## src/rtl/noc_to_axis_adapter.sv

```systemverilog
// noc_to_axis_adapter
// Egress stage of the NoC-to-AXI-Stream bridge. Flits from a router output
// port are buffered in a DEPTH-entry FIFO and replayed as an AXI-Stream
// master. A one-cycle credit pulse goes back to the router for every flit
// drained. A framing checker watches the head/tail sequence of accepted flits.
//
// Optional build macro: NOC2AXIS_STATS_EN adds flit_count / pkt_count.
//
// Ports:
//   clk, rst        clock (rising edge), asynchronous active-high reset
//   channel_in      flit: [AXIW+3] valid, [AXIW+2] head, [AXIW+1] tail,
//                   [AXIW] reserved (ignored), [AXIW-1:0] payload
//   flow_ctrl_out   credit pulse, one cycle per flit dequeued
//   axis_tvalid/axis_tready/axis_tdata/axis_tlast  AXI-Stream master
//   fifo_empty, fifo_full  FIFO occupancy flags
//   err_overflow    sticky: flit arrived while full with no pop that cycle
//   err_framing     sticky: head/tail sequence violation
//   flit_count, pkt_count  (NOC2AXIS_STATS_EN only) handshake counters
//
// Handshake: a beat transfers on a rising edge where axis_tvalid and
// axis_tready are both high; axis_tvalid, axis_tdata and axis_tlast are held
// until that happens. channel_in has no backpressure: the router only sends
// with a credit in hand, so a flit arriving at a full FIFO is dropped.
module noc_to_axis_adapter #(
    parameter int AXIW  = 32,
    parameter int DEPTH = 8
) (
    input  logic            clk,
    input  logic            rst,
    input  logic [AXIW+3:0] channel_in,
    output logic            flow_ctrl_out,
    output logic            axis_tvalid,
    input  logic            axis_tready,
    output logic [AXIW-1:0] axis_tdata,
    output logic            axis_tlast,
    output logic            fifo_empty,
    output logic            fifo_full,
    output logic            err_overflow,
    output logic            err_framing
`ifdef NOC2AXIS_STATS_EN
    ,
    output logic [15:0]     flit_count,
    output logic [15:0]     pkt_count
`endif
);

    localparam int PW = $clog2(DEPTH);
    localparam logic [PW:0] FULL_COUNT = (PW + 1)'(DEPTH);

    typedef enum logic {
        IDLE   = 1'b0,
        IN_PKT = 1'b1
    } frame_state_t;

    // Each entry holds {tail, payload}; head is only needed by the framing check.
    logic [AXIW:0]  mem [DEPTH];
    logic [PW-1:0]  wr_ptr;
    logic [PW-1:0]  rd_ptr;
    logic [PW:0]    count;

    logic           in_valid;
    logic           in_head;
    logic           in_tail;
    logic           push;
    logic           pop;
    logic           unused_rsvd;

    frame_state_t   frame_state;
    frame_state_t   frame_state_next;
    logic           frame_err;

    assign in_valid    = channel_in[AXIW+3];
    assign in_head     = channel_in[AXIW+2];
    assign in_tail     = channel_in[AXIW+1];
    assign unused_rsvd = channel_in[AXIW];

    assign fifo_empty  = (count == '0);
    assign fifo_full   = (count == FULL_COUNT);

    assign pop  = axis_tvalid & axis_tready;
    // A pop in the same cycle frees the slot, so a full FIFO still accepts.
    assign push = in_valid & (~fifo_full | pop);

    // Output comes straight from the registered head entry; tvalid depends
    // only on the registered count, so there is no input-to-output path.
    assign axis_tvalid = ~fifo_empty;
    assign axis_tdata  = fifo_empty ? '0   : mem[rd_ptr][AXIW-1:0];
    assign axis_tlast  = fifo_empty ? 1'b0 : mem[rd_ptr][AXIW];

    // Storage array carries no reset; unread entries are masked by fifo_empty.
    always_ff @(posedge clk) begin
        if (push) begin
            mem[wr_ptr] <= {in_tail, channel_in[AXIW-1:0]};
        end
    end

    always_ff @(posedge clk or posedge rst) begin
        if (rst) begin
            wr_ptr        <= '0;
            rd_ptr        <= '0;
            count         <= '0;
            flow_ctrl_out <= 1'b0;
            err_overflow  <= 1'b0;
            err_framing   <= 1'b0;
        end else begin
            if (push) begin
                wr_ptr <= wr_ptr + PW'(1);
            end
            if (pop) begin
                rd_ptr <= rd_ptr + PW'(1);
            end
            case ({push, pop})
                2'b10:   count <= count + (PW + 1)'(1);
                2'b01:   count <= count - (PW + 1)'(1);
                default: count <= count;
            endcase
            flow_ctrl_out <= pop;
            if (in_valid && fifo_full && !pop) begin
                err_overflow <= 1'b1;
            end
            if (frame_err) begin
                err_framing <= 1'b1;
            end
        end
    end

    // Framing FSM: state register
    always_ff @(posedge clk or posedge rst) begin
        if (rst) begin
            frame_state <= IDLE;
        end else begin
            frame_state <= frame_state_next;
        end
    end

    // Framing FSM: next state. Only accepted flits advance it; a misplaced
    // head inside a packet restarts framing from that head.
    always_comb begin
        frame_state_next = frame_state;
        frame_err        = 1'b0;
        if (push) begin
            case (frame_state)
                IDLE: begin
                    if (in_head) begin
                        frame_state_next = in_tail ? IDLE : IN_PKT;
                    end else begin
                        frame_err = 1'b1;
                    end
                end
                IN_PKT: begin
                    if (in_head) begin
                        frame_err        = 1'b1;
                        frame_state_next = in_tail ? IDLE : IN_PKT;
                    end else if (in_tail) begin
                        frame_state_next = IDLE;
                    end
                end
                default: frame_state_next = IDLE;
            endcase
        end
    end

`ifdef NOC2AXIS_STATS_EN
    always_ff @(posedge clk or posedge rst) begin
        if (rst) begin
            flit_count <= '0;
            pkt_count  <= '0;
        end else if (pop) begin
            flit_count <= flit_count + 16'd1;
            if (axis_tlast) begin
                pkt_count <= pkt_count + 16'd1;
            end
        end
    end
`endif

endmodule

```

## config.mk

```make
export PLATFORM = sky130hd
export DESIGN_NAME = noc_to_axis_adapter
export DESIGN_NICKNAME = d
export VERILOG_FILES = /design/src/rtl/noc_to_axis_adapter.sv
export SDC_FILE = /design/constraint.sdc
export NUM_CORES = 1
export LEC_CHECK = 0
export BUFFER_PORTS_ARGS = -buffer_cell sky130_fd_sc_hd__buf_2
export CORE_ASPECT_RATIO = 1.1
export CORE_UTILIZATION = 33
export DETAILED_ROUTE_END_ITERATION = 6
export PLACE_DENSITY = 0.54
export SLEW_MARGIN = 15
export SYNTH_ARGS = -nofsm -noshare
export SYNTH_HDL_FRONTEND = slang
export SYNTH_SLANG_ARGS = --single-unit
export TNS_END_PERCENT = 30
```

## constraint.sdc

```tcl
create_clock -name clk -period 9.8 [get_ports clk]
set_clock_uncertainty 0.15 [all_clocks]
set_input_delay 1.47 -clock clk [delete_from_list [all_inputs] [get_ports clk]]
set_output_delay 1.47 -clock clk [all_outputs]
set_load 0.03 [all_outputs]
```

==> results.toml, run 1 <==
[power_and_ir_drop]
max-vdd-ir-drop_v = 0.000153
pwr-share-seq = 0.389
p_leak_nw = 4.53
p_per_area_mw_per_mm2 = 322
switchingPower_mw = 1.49
internal_power_mw = 2.60
pwr-share-clk = 0.239
p_sw_frac = 0.365
total_power_mw = 4.09
pwr-share-comb = 0.373

[cts]
post_cts_resized = 0
ctsHtreeMaxLevel = 1
clk_latency_ns = 0.53
cts_buffers = 29
cts_tree = "built"
hold_buffers = 0
post_cts_buffers = 0
clk_pin_slew_ns = 0.06
clock-sinks = 278
clock_path_buffers = 3
cts_root_buf = "clkbuf_16"

[synth]
synth_fa_ha_area_frac = 0.00343
syn_area_sq_mm = 0.0109
muxShareOfSynthArea = 0.124
seq_area_frac_synth = 0.757
yosys_warnings = 0
synth_cell_type_count = 42
synth_area_per_cell_sq_um = 18.5
synth_fp_nets = 634
synth_compound_area_frac = 0.0711
syn_inst = 592
synthSimpleGateAreaFrac = 0.0181
synth_top_family_by_area = "multiplexers"
synth_xor_area_frac = 0.00481
ys_ff_latch = 278

[timing]
rsz0062_at_grt = "false"
fmax_mhz = 205
fin_crit_ns = 4.87
hold_violations = 0
maxSlewViolCount = 0
setup_viol = 0
worst-slew-pin-transition_ns = 1.17
tns_ns = 0
setup_slack_ns = 4.93
period_share = 0.497
slew-limit-headroom = 0.218

[global_routing]
grt_antenna_before_repair = 4
grt_max_degree = 60
groute.usage.overall = 0.139
overflow = 0
grt_first_pass_wirelength_mm = 34.9
grt_pass1_vias = 5907

[floorplan]
die_area_sq_mm = 0.0339
ios = 78
start_util = 0.337
num_rows = 69
die_h_um = 193
dieWidth_um = 176
fp.coreArea_sq_mm = 0.0325

[worst_setup_path]
required_ns = 8.18
crit_arrival_ns = 3.25
worst_r2r_endpoint = "count[2]$_DFFE_PP0P_"
cp_max_fo = 59
cp-end-kind = "output pin"
worstSetupStartpointType = "flip-flop"
critical_path_class = "flip-flop to output pin"
rr_startpoint = "count[0]$_DFFE_PP0P_"
r2r_cells = 8
ff2ff_setup_slack_ns = 6.34

[placed_design]
dp_hpwl_mm = 13.1
io_buffer_count = 76
gp_congestion = 0.708
pre_cts_ws_ns = 5.37

[routing]
m1WireLength_mm = 9.83
viasPerCell = 5.05
vias = 5669
ant_nets = 0
routed_wl_mm = 23.3
first_pass_iters = 4
top_layer = "met5"
remaining_drc_errors = 0
drt-wirelength-per-cell_um = 20.8
routed-wl-met2_mm = 11.9
drt-initial-drc-count = 324
met3WireLength_mm = 1.15

[finish]
seq_area_sq_mm = 0.00828
fillers = 2980
multiInputGateArea_sq_mm = 0.00249
syn2layout_area_growth_pct = 16.4
final_nets = 718
drive_gt1_frac = 0.207

[worst_hold_path]
hold_path_depth = 1
holdCritPathClass = "flip-flop to flip-flop"
min_to = "err_overflow$_DFFE_PP0P_"
min_from = "err_overflow$_DFFE_PP0P_"

[job]
cap_violations = 0

[status]
status = "finished clean"
[cell type report]
type / count / area share
repair buffers: 94 / 0.0421
well taps: 426 / 0.0419
diodes: 1 / 0.000197
flip-flops and latches: 278 / 0.651
clock buffers: 43 / 0.0612
inverters: 8 / 0.00236
multi-input cells: 265 / 0.196
clock inverters: 8 / 0.00502
[layout by cell type (no fill, tap or decap), types with 2 or more instances in the layout]
| master | count |
|---|---|
| nand2_1 | 4 |
| nor3_2 | 4 |
| xnor2_1 | 4 |
| a221oi_1 | 34 |
| clkbuf_1 | 14 |
| nand2b_1 | 5 |
| clkinv_1 | 4 |
| nor2b_4 | 2 |
| o21bai_1 | 2 |
| a21oi_1 | 2 |
| o21ai_0 | 3 |
| nor2_4 | 4 |
| ha_1 | 3 |
| clkbuf_16 | 29 |
| buf_2 | 76 |
| edfxtp_1 | 264 |
| or4b_1 | 2 |
| clkinv_2 | 2 |
| nor3_1 | 3 |
| buf_4 | 17 |
| nand3_1 | 2 |
| o31ai_1 | 2 |
| dfrtp_1 | 13 |
| a221o_1 | 33 |
| o211ai_1 | 5 |
| xor2_1 | 2 |
| inv_1 | 7 |
| mux2i_1 | 133 |
[synthesized netlist by cell type]
| master | n | area, sq um |
|---|---|---|
| nor3_1 | 7 | 35.0 |
| nand2_1 | 4 | 15.0 |
| nor4_1 | 1 | 6.26 |
| o31ai_1 | 2 | 15.0 |
| or3b_2 | 1 | 8.76 |
| a2bb2oi_1 | 1 | 8.76 |
| or4b_1 | 2 | 20.0 |
| a21o_1 | 1 | 7.51 |
| o31a_1 | 1 | 8.76 |
| or4bb_1 | 1 | 11.3 |
| edfxtp_1 | 264 | 7930 |
| and2_1 | 1 | 6.26 |
| nand2b_1 | 5 | 31.3 |
| buf_1 | 3 | 11.3 |
| o221ai_1 | 1 | 8.76 |
| xor2_1 | 2 | 17.5 |
| a221o_1 | 33 | 330 |
| o22ai_1 | 1 | 6.26 |
| ha_1 | 3 | 37.5 |
| inv_1 | 7 | 26.3 |
| buf_6 | 1 | 11.3 |
| mux2_4 | 1 | 15.0 |
| a221oi_1 | 34 | 298 |
| o21ai_4 | 1 | 16.3 |
| clkbuf_1 | 16 | 60.1 |
| xnor2_1 | 4 | 35.0 |
| buf_4 | 5 | 37.5 |
| a21oi_1 | 2 | 10.0 |
| inv_2 | 1 | 3.75 |
| mux2_2 | 1 | 11.3 |
| mux2i_1 | 133 | 1330 |
| o21ai_0 | 3 | 15.0 |
| or4_1 | 1 | 7.51 |
| nand3_1 | 2 | 10.0 |
| o21bai_1 | 2 | 15.0 |
| buf_2 | 16 | 80.1 |
| dfrtp_1 | 14 | 350 |
| nand4b_1 | 1 | 8.76 |
| o211ai_1 | 5 | 37.5 |
| nor2b_1 | 2 | 12.5 |
| or2_0 | 1 | 6.26 |
| nor2_1 | 5 | 18.8 |
[flip-flops by register name, indices dropped and copies added (netlist names)]
register and flops:
wr_ptr 3, err_framing 1, rd_ptr 3, err_overflow 1, count 4, flow_ctrl_out 1, mem 264, frame_state 1
[worst max path at each step]
stage | slack (ns) | depth (start not counted) | startpoint | to
2_1_floorplan | 4.03 | 3 | channel_in[35] | mem[0][0]$_DFFE_PP_
3_3_place_gp | 5.46 | 5 | rd_ptr[1]$_DFFE_PP0N_ | axis_tdata[31]
3_5_place_dp | 5.37 | 5 | rd_ptr[1]$_DFFE_PP0N_ | axis_tdata[31]
4_1_cts | 4.81 | 5 | rd_ptr[1]$_DFFE_PP0N_ | axis_tdata[31]
5_1_grt | 4.74 | 5 | rd_ptr[1]$_DFFE_PP0N_ | axis_tdata[31]
6_report | 4.93 | 5 | rd_ptr[1]$_DFFE_PP0N_ | axis_tdata[0]
[power by group through the flow]
stage / clock network, mW / logic, mW / registers (mW)
CTS: 1.00 / 1.55 / 1.59
finish: 0.977 / 1.52 / 1.59
global route: 1.05 / 1.64 / 1.61
floorplan: 0 / 1.11 / 1.58
detailed placement: 0 / 1.54 / 1.62
global placement: 0 / 1.51 / 1.60
[per-layer routing]
layer / global-route usage / up-vias
met2: 0.244 / 129
met3: 0.0290 / 39
met4: 0.0375 / 8
met5: 0 / -
li1: - / 2603
met1: 0.173 / 2890
[critical path, stage by stage (launching register included)]
cell	delay, ns
dfrtp_4	0.62
buf_4	0.81
mux2i_1	0.18
a221o_1	0.37
a221oi_1	0.42
buf_2	0.29
[cells by family after synthesis]
group	count (synthesis)
flip-flops	278
buffers and inverters	49
AO/OA/AOI/OAI	87
adder cells (fa/ha/maj)	3
AND/OR/NAND/NOR	34
multiplexers	135
XOR/XNOR	6
[per-stage QoR]
stage | cells | hold slack (ns) | area, sq um | util
global placement | 1070 | 0.315 | 11800 | 0.365
floorplan | 592 | 0.343 | 10900 | -
CTS | 1121 | 0.343 | 12700 | 0.391
detailed placement | 1070 | 0.318 | 11800 | 0.365
global route | 1122 | 0.370 | 12700 | 0.392
finish | 1123 | 0.335 | 12700 | 0.392
Note: power is estimated with default switching activity, not from simulation.
==> run 2: changes to the inputs <==
--- a/config.mk
+++ b/config.mk
@@ -9,7 +9,7 @@
 export CORE_ASPECT_RATIO = 1.1
 export CORE_UTILIZATION = 33
 export DETAILED_ROUTE_END_ITERATION = 6
-export PLACE_DENSITY = 0.54
+export PLACE_DENSITY = 0.56
 export SLEW_MARGIN = 15
 export SYNTH_ARGS = -nofsm -noshare
 export SYNTH_HDL_FRONTEND = slang
==> constraint.sdc (replaced) <==
create_clock -name clk -period 4.1 [get_ports clk]
set_clock_uncertainty 0.15 [all_clocks]
set_input_delay 0.615 -clock clk [delete_from_list [all_inputs] [get_ports clk]]
set_output_delay 0.615 -clock clk [all_outputs]
set_load 0.03 [all_outputs]
==> run 2 against run 1 <==
  * Global-route usage shrank 0.16 points
  * Register-to-register slack lost 5.2 ns
  * Critical path depth is the same
  * Critical endpoint is now axis_tdata[19]
  * Largest cell class unchanged
==> results.toml, run 2 (synthesis gave the netlist of run 1 again) <==
[status]
status = "finished clean"

[worst_setup_path]
cp-end-kind = "output pin"
cp_max_fo = 19
crit_arrival_ns = 2.93
worstSetupStartpointType = "flip-flop"
critical_path_class = "flip-flop to output pin"
required_ns = 3.34

[cts]
clock_path_buffers = 3
post_cts_buffers = 0
clk_latency_ns = 0.54
clk_pin_slew_ns = 0.06
hold_buffers = 1
post_cts_resized = 0
cts_root_buf = "clkbuf_16"
cts_tree = "built"
ctsHtreeMaxLevel = 1
clock-sinks = 278
cts_buffers = 29

[global_routing]
grt_first_pass_wirelength_mm = 34.6
grt_pass1_vias = 5875
grt_antenna_before_repair = 1
grt_max_degree = 42
groute.usage.overall = 0.137
overflow = 0

[finish]
regMostFlops = "mem"
final_core_util = 0.398
reg_top3 = "mem x264, count x4"
final_nets = 726
layout_commonest_cell = "edfxtp_1"
mostFrequentLayoutCells = "264 x edfxtp_1, 133 x mux2i_1, 76 x buf_2"
largest_register_ffs = 264
syn2layout_area_growth_pct = 18.3
drive_gt1_frac = 0.228
num_antenna_cells = 0

[timing]
rsz0062_at_grt = "false"
fmax_mhz = 271
worst-slew-pin-transition_ns = 1.07
maxSlewViolCount = 0
period_share = 0.901
tns_ns = 0
fin_crit_ns = 3.70
setup_viol = 0
hold_violations = 0
hold_ws_ns = 0.199
slew-limit-headroom = 0.288

[job]
cap_violations = 0

[placed_design]
dp_hpwl_mm = 13.5
gp_congestion = 0.698
io_buffer_count = 76

[routing]
drt-wirelength-per-cell_um = 20.4
remaining_drc_errors = 0
viasPerCell = 5.02
drt-initial-drc-count = 372
ant_nets = 0
first_pass_iters = 5
routed_wl_mm = 23.1
vias = 5679

[power_and_ir_drop]
max-vdd-ir-drop_v = 0.000350
total_power_mw = 10.1
p_leak_nw = 4.64
p_per_area_mw_per_mm2 = 779

[floorplan]
dieWidth_um = 176
die_area_sq_mm = 0.0339
num_rows = 69
start_util = 0.337
fp.coreArea_sq_mm = 0.0325
ios = 78
die_h_um = 193

[worst_hold_path]
holdCritPathClass = "input pin to flip-flop"
## run 2: cell count changes in the layout (fill, tap and decap cells not counted), sizes merged
cell	previous run	this run
inv	9	10
bufinv	1	4
clkinv	6	15
clkbuf	43	30
buf	94	101
clkinvlp	0	2
dlygate4sd3	0	1
diode	1	0
## run 2: critical path: stages (launching register included)
cell      delay [ns]
dfrtp_1         0.50
and2_1          0.56
buf_4           0.36
a221o_1         0.31
a221oi_1        0.38
buf_2           0.29
## run 2: path summary, 6_finish.rpt
check	startpoint	endpoint	slack, ns	cells after the start
setup / recovery	rd_ptr[0]$_DFFE_PP0N_	axis_tdata[19]	0.40	5
max in group asynchronous	rst	rd_ptr[1]$_DFFE_PP0N_	2.83	3
min in group asynchronous	rst	count[2]$_DFFE_PP0P_	0.53	3
hold / removal	channel_in[8]	mem[3][8]$_DFFE_PP_	0.20	1
setup reg to reg	count[0]$_DFFE_PP0P_	mem[3][25]$_DFFE_PP_	1.17	4
hold reg to reg	err_framing$_DFFE_PP0P_	err_framing$_DFFE_PP0P_	0.34	1
## run 2: per-stage QoR
step | instances | setup slack (ns) | area (sq um)
detailed placement | 1078 | 0.930 | 12000
CTS | 1132 | 0.352 | 12900
global placement | 1078 | 0.918 | 12000
global route | 1132 | 0.231 | 12900
finish | 1132 | 0.404 | 12900
floorplan | 592 | 0.0405 | 10900
## run 2: cell type report
class | instances | area [sq um]
Fill cell | 2978 | 19500
Sequential cell | 278 | 8280
Tap cell | 426 | 533
Inverter | 8 | 30.0
Clock buffer | 30 | 729
Timing Repair Buffer | 102 | 628
Multi-Input combinational cell | 265 | 2500
Clock inverter | 23 | 228
## run 2: metal layers
layer  track usage  part of all wire
met4        0.0344             0.016
met1         0.172              0.42
met3        0.0274             0.063
met2         0.242              0.50
met5             0           0.00056
## run 2: report_power, final
| part | internal, mW | switching, mW |
|---|---|---|
| logic | 1.30 | 2.32 |
| registers | 3.57 | 0.298 |
| clock network | 1.54 | 1.03 |
==> run 3: changes to the inputs <==
--- a/config.mk
+++ b/config.mk
@@ -9,6 +9,7 @@
 export CORE_ASPECT_RATIO = 1.1
 export CORE_UTILIZATION = 33
 export DETAILED_ROUTE_END_ITERATION = 6
+export GPL_TIMING_DRIVEN = 0
 export PLACE_DENSITY = 0.56
 export SLEW_MARGIN = 15
 export SYNTH_ARGS = -nofsm -noshare
==> constraint.sdc (replaced) <==
create_clock -name clk -period 4.1 [get_ports clk]
set_clock_uncertainty 0.15 [all_clocks]
set_input_delay 0.615 -clock clk [delete_from_list [all_inputs] [get_ports clk]]
set_output_delay 0.615 -clock clk [all_outputs]
set_load 0.02 [all_outputs]
==> run 3 against run 2 <==
  * Combinational power about the same
  * First-iteration DRC count is 1.6% lower
  * Sequential cell count did not move
  * Worst setup slack improved by 0.15 ns
  * Via count is 0.90% higher
  * Clock power is 7% lower
  * Total power fell by 3.2%
  * Core utilization is 0.39 points higher
  * Largest cell class unchanged
==> results.toml, run 3 (synthesis gave the netlist of run 1 again) <==
[worst_setup_path]
worst_r2r_endpoint = "count[2]$_DFFE_PP0P_"
critical_path_class = "flip-flop to output pin"
crit_end = "axis_tdata[0]"
startpoint = "rd_ptr[1]$_DFFE_PP0N_"
critical_path_buf_inv_count = 4
r2r_cells = 10
crit_top_cell = "buf_2"
worstSetupStartpointType = "flip-flop"
slowest_delay_ns = 0.51
path_cells = "buf_2 -> buf_2 -> buf_2 -> mux2i_1 -> a221oi_1 -> buf_2"
crit_arrival_ns = 2.78
cp_max_fo = 10
path_depth = 6
required_ns = 3.34
cp_top_family = "buffers and inverters"
ff2ff_setup_slack_ns = 0.99
critical_path.slowest_cell = "a221oi_1"
rr_startpoint = "count[0]$_DFFE_PP0P_"
cp-end-kind = "output pin"

[cts]
cts_root_buf = "clkbuf_16"
clk_pin_slew_ns = 0.06
clock_path_buffers = 3
clock-sinks = 278
clk_latency_ns = 0.53
ctsHtreeMaxLevel = 1
cts_buffers = 29
cts_tree = "built"

[finish]
reg_top3 = "mem x264, count x4"
layout_commonest_cell = "edfxtp_1"
fillers = 2978
drive_gt1_frac = 0.231
regMostFlops = "mem"
num_antenna_cells = 0
final_nets = 765
mostFrequentLayoutCells = "264 x edfxtp_1, 133 x mux2i_1, 92 x buf_2"
seq_area_sq_mm = 0.00828
syn2layout_area_growth_pct = 19.5
largest_register_ffs = 264
multiInputGateArea_sq_mm = 0.00248
final_core_util = 0.402

[status]
status = "finished clean"

[floorplan]
die_h_um = 193
die_area_sq_mm = 0.0339
num_rows = 69
dieWidth_um = 176
ios = 78
start_util = 0.337
fp.coreArea_sq_mm = 0.0325

[global_routing]
grt_max_degree = 20
grt_antenna_before_repair = 2
groute.usage.overall = 0.138
grt_first_pass_wirelength_mm = 34.8
overflow = 0
grt_pass1_vias = 5763

[timing]
fin_crit_ns = 3.55
fmax_mhz = 282
maxSlewViolCount = 0
worst-slew-pin-transition_ns = 0.752
hold_violations = 0
slew-limit-headroom = 0.497
hold_ws_ns = 0.197
setup_viol = 0
period_share = 0.866
rsz0062_at_grt = "false"

[worst_hold_path]
holdCritPathClass = "input pin to flip-flop"

[power_and_ir_drop]
p_leak_nw = 4.72
p_per_area_mw_per_mm2 = 747
max-vdd-ir-drop_v = 0.000415

[job]
cap_violations = 0

[routing]
vias = 5730
drt-initial-drc-count = 366
routed_wl_mm = 23.3
remaining_drc_errors = 0
ant_nets = 0
drt-wirelength-per-cell_um = 19.9
first_pass_iters = 4
viasPerCell = 4.90

[placed_design]
io_buffer_count = 76
gp_congestion = 0.748
dp_hpwl_mm = 15.3
## run 3: report_power, final
part | internal (mW) | switching [mW] | total (mW)
Sequential | 3.57 | 0.142 | 3.71
Combinational | 1.36 | 2.27 | 3.63
Clock | 1.42 | 0.993 | 2.41
Total | 6.35 | 3.40 | 9.76
## run 3: stage by stage
stage | setup slack (ns) | TNS [ns] | cell area, sq um | total power, mW | instances
4_1_cts | 0.520 | 0 | 13100 | 9.91 | 1170
6_report | 0.550 | 0 | 13100 | 9.76 | 1170
2_1_floorplan | 0.0405 | 0 | 10900 | 6.14 | 592
3_5_place_dp | 0.787 | 0 | 12200 | 7.48 | 1117
3_3_place_gp | -2.67 | -446.07 | 11900 | 7.37 | 1094
5_1_grt | 0.466 | 0 | 13100 | 10.2 | 1170
## run 3: worst min path at each step
stage | from | endpoint | cells past startpoint
final | channel_in[15] | mem[7][15]$_DFFE_PP_ | 1
after global routing | channel_in[5] | mem[2][5]$_DFFE_PP_ | 1
after CTS | channel_in[15] | mem[4][15]$_DFFE_PP_ | 1
after detailed placement | err_overflow$_DFFE_PP0P_ | err_overflow$_DFFE_PP0P_ | 1
after global placement | err_framing$_DFFE_PP0P_ | err_framing$_DFFE_PP0P_ | 1
after floorplan | rd_ptr[2]$_DFFE_PP0N_ | rd_ptr[2]$_DFFE_PP0N_ | 1
## run 3: layout make-up
| type | count | share of cell area |
|---|---|---|
| buffer | 41 | 0.0153 |
| clock buffer | 44 | 0.0622 |
| clock inverter | 8 | 0.00508 |
| inverter | 8 | 0.00230 |
| multi-input combinational | 265 | 0.190 |
| sequential | 278 | 0.634 |
| tap | 426 | 0.0408 |
| timing repair buffer | 100 | 0.0506 |
## run 3: per-layer routing
| metal | wire length, um | share of wire | track usage |
|---|---|---|---|
| met1 | 10500 | 0.45 | 0.179 |
| met3 | 938 | 0.040 | 0.0232 |
| met5 | 22 | 0.00095 | 0 |
| met2 | 11300 | 0.49 | 0.236 |
| met4 | 537 | 0.023 | 0.0381 |
## run 3: what timing repair did
item	in CTS	in global routing
buffers inserted	0	0
gates resized for setup	0	0
hold buffers	1	0
endpoints found under the hold margin	14	0
endpoints found under the setup margin	0	0
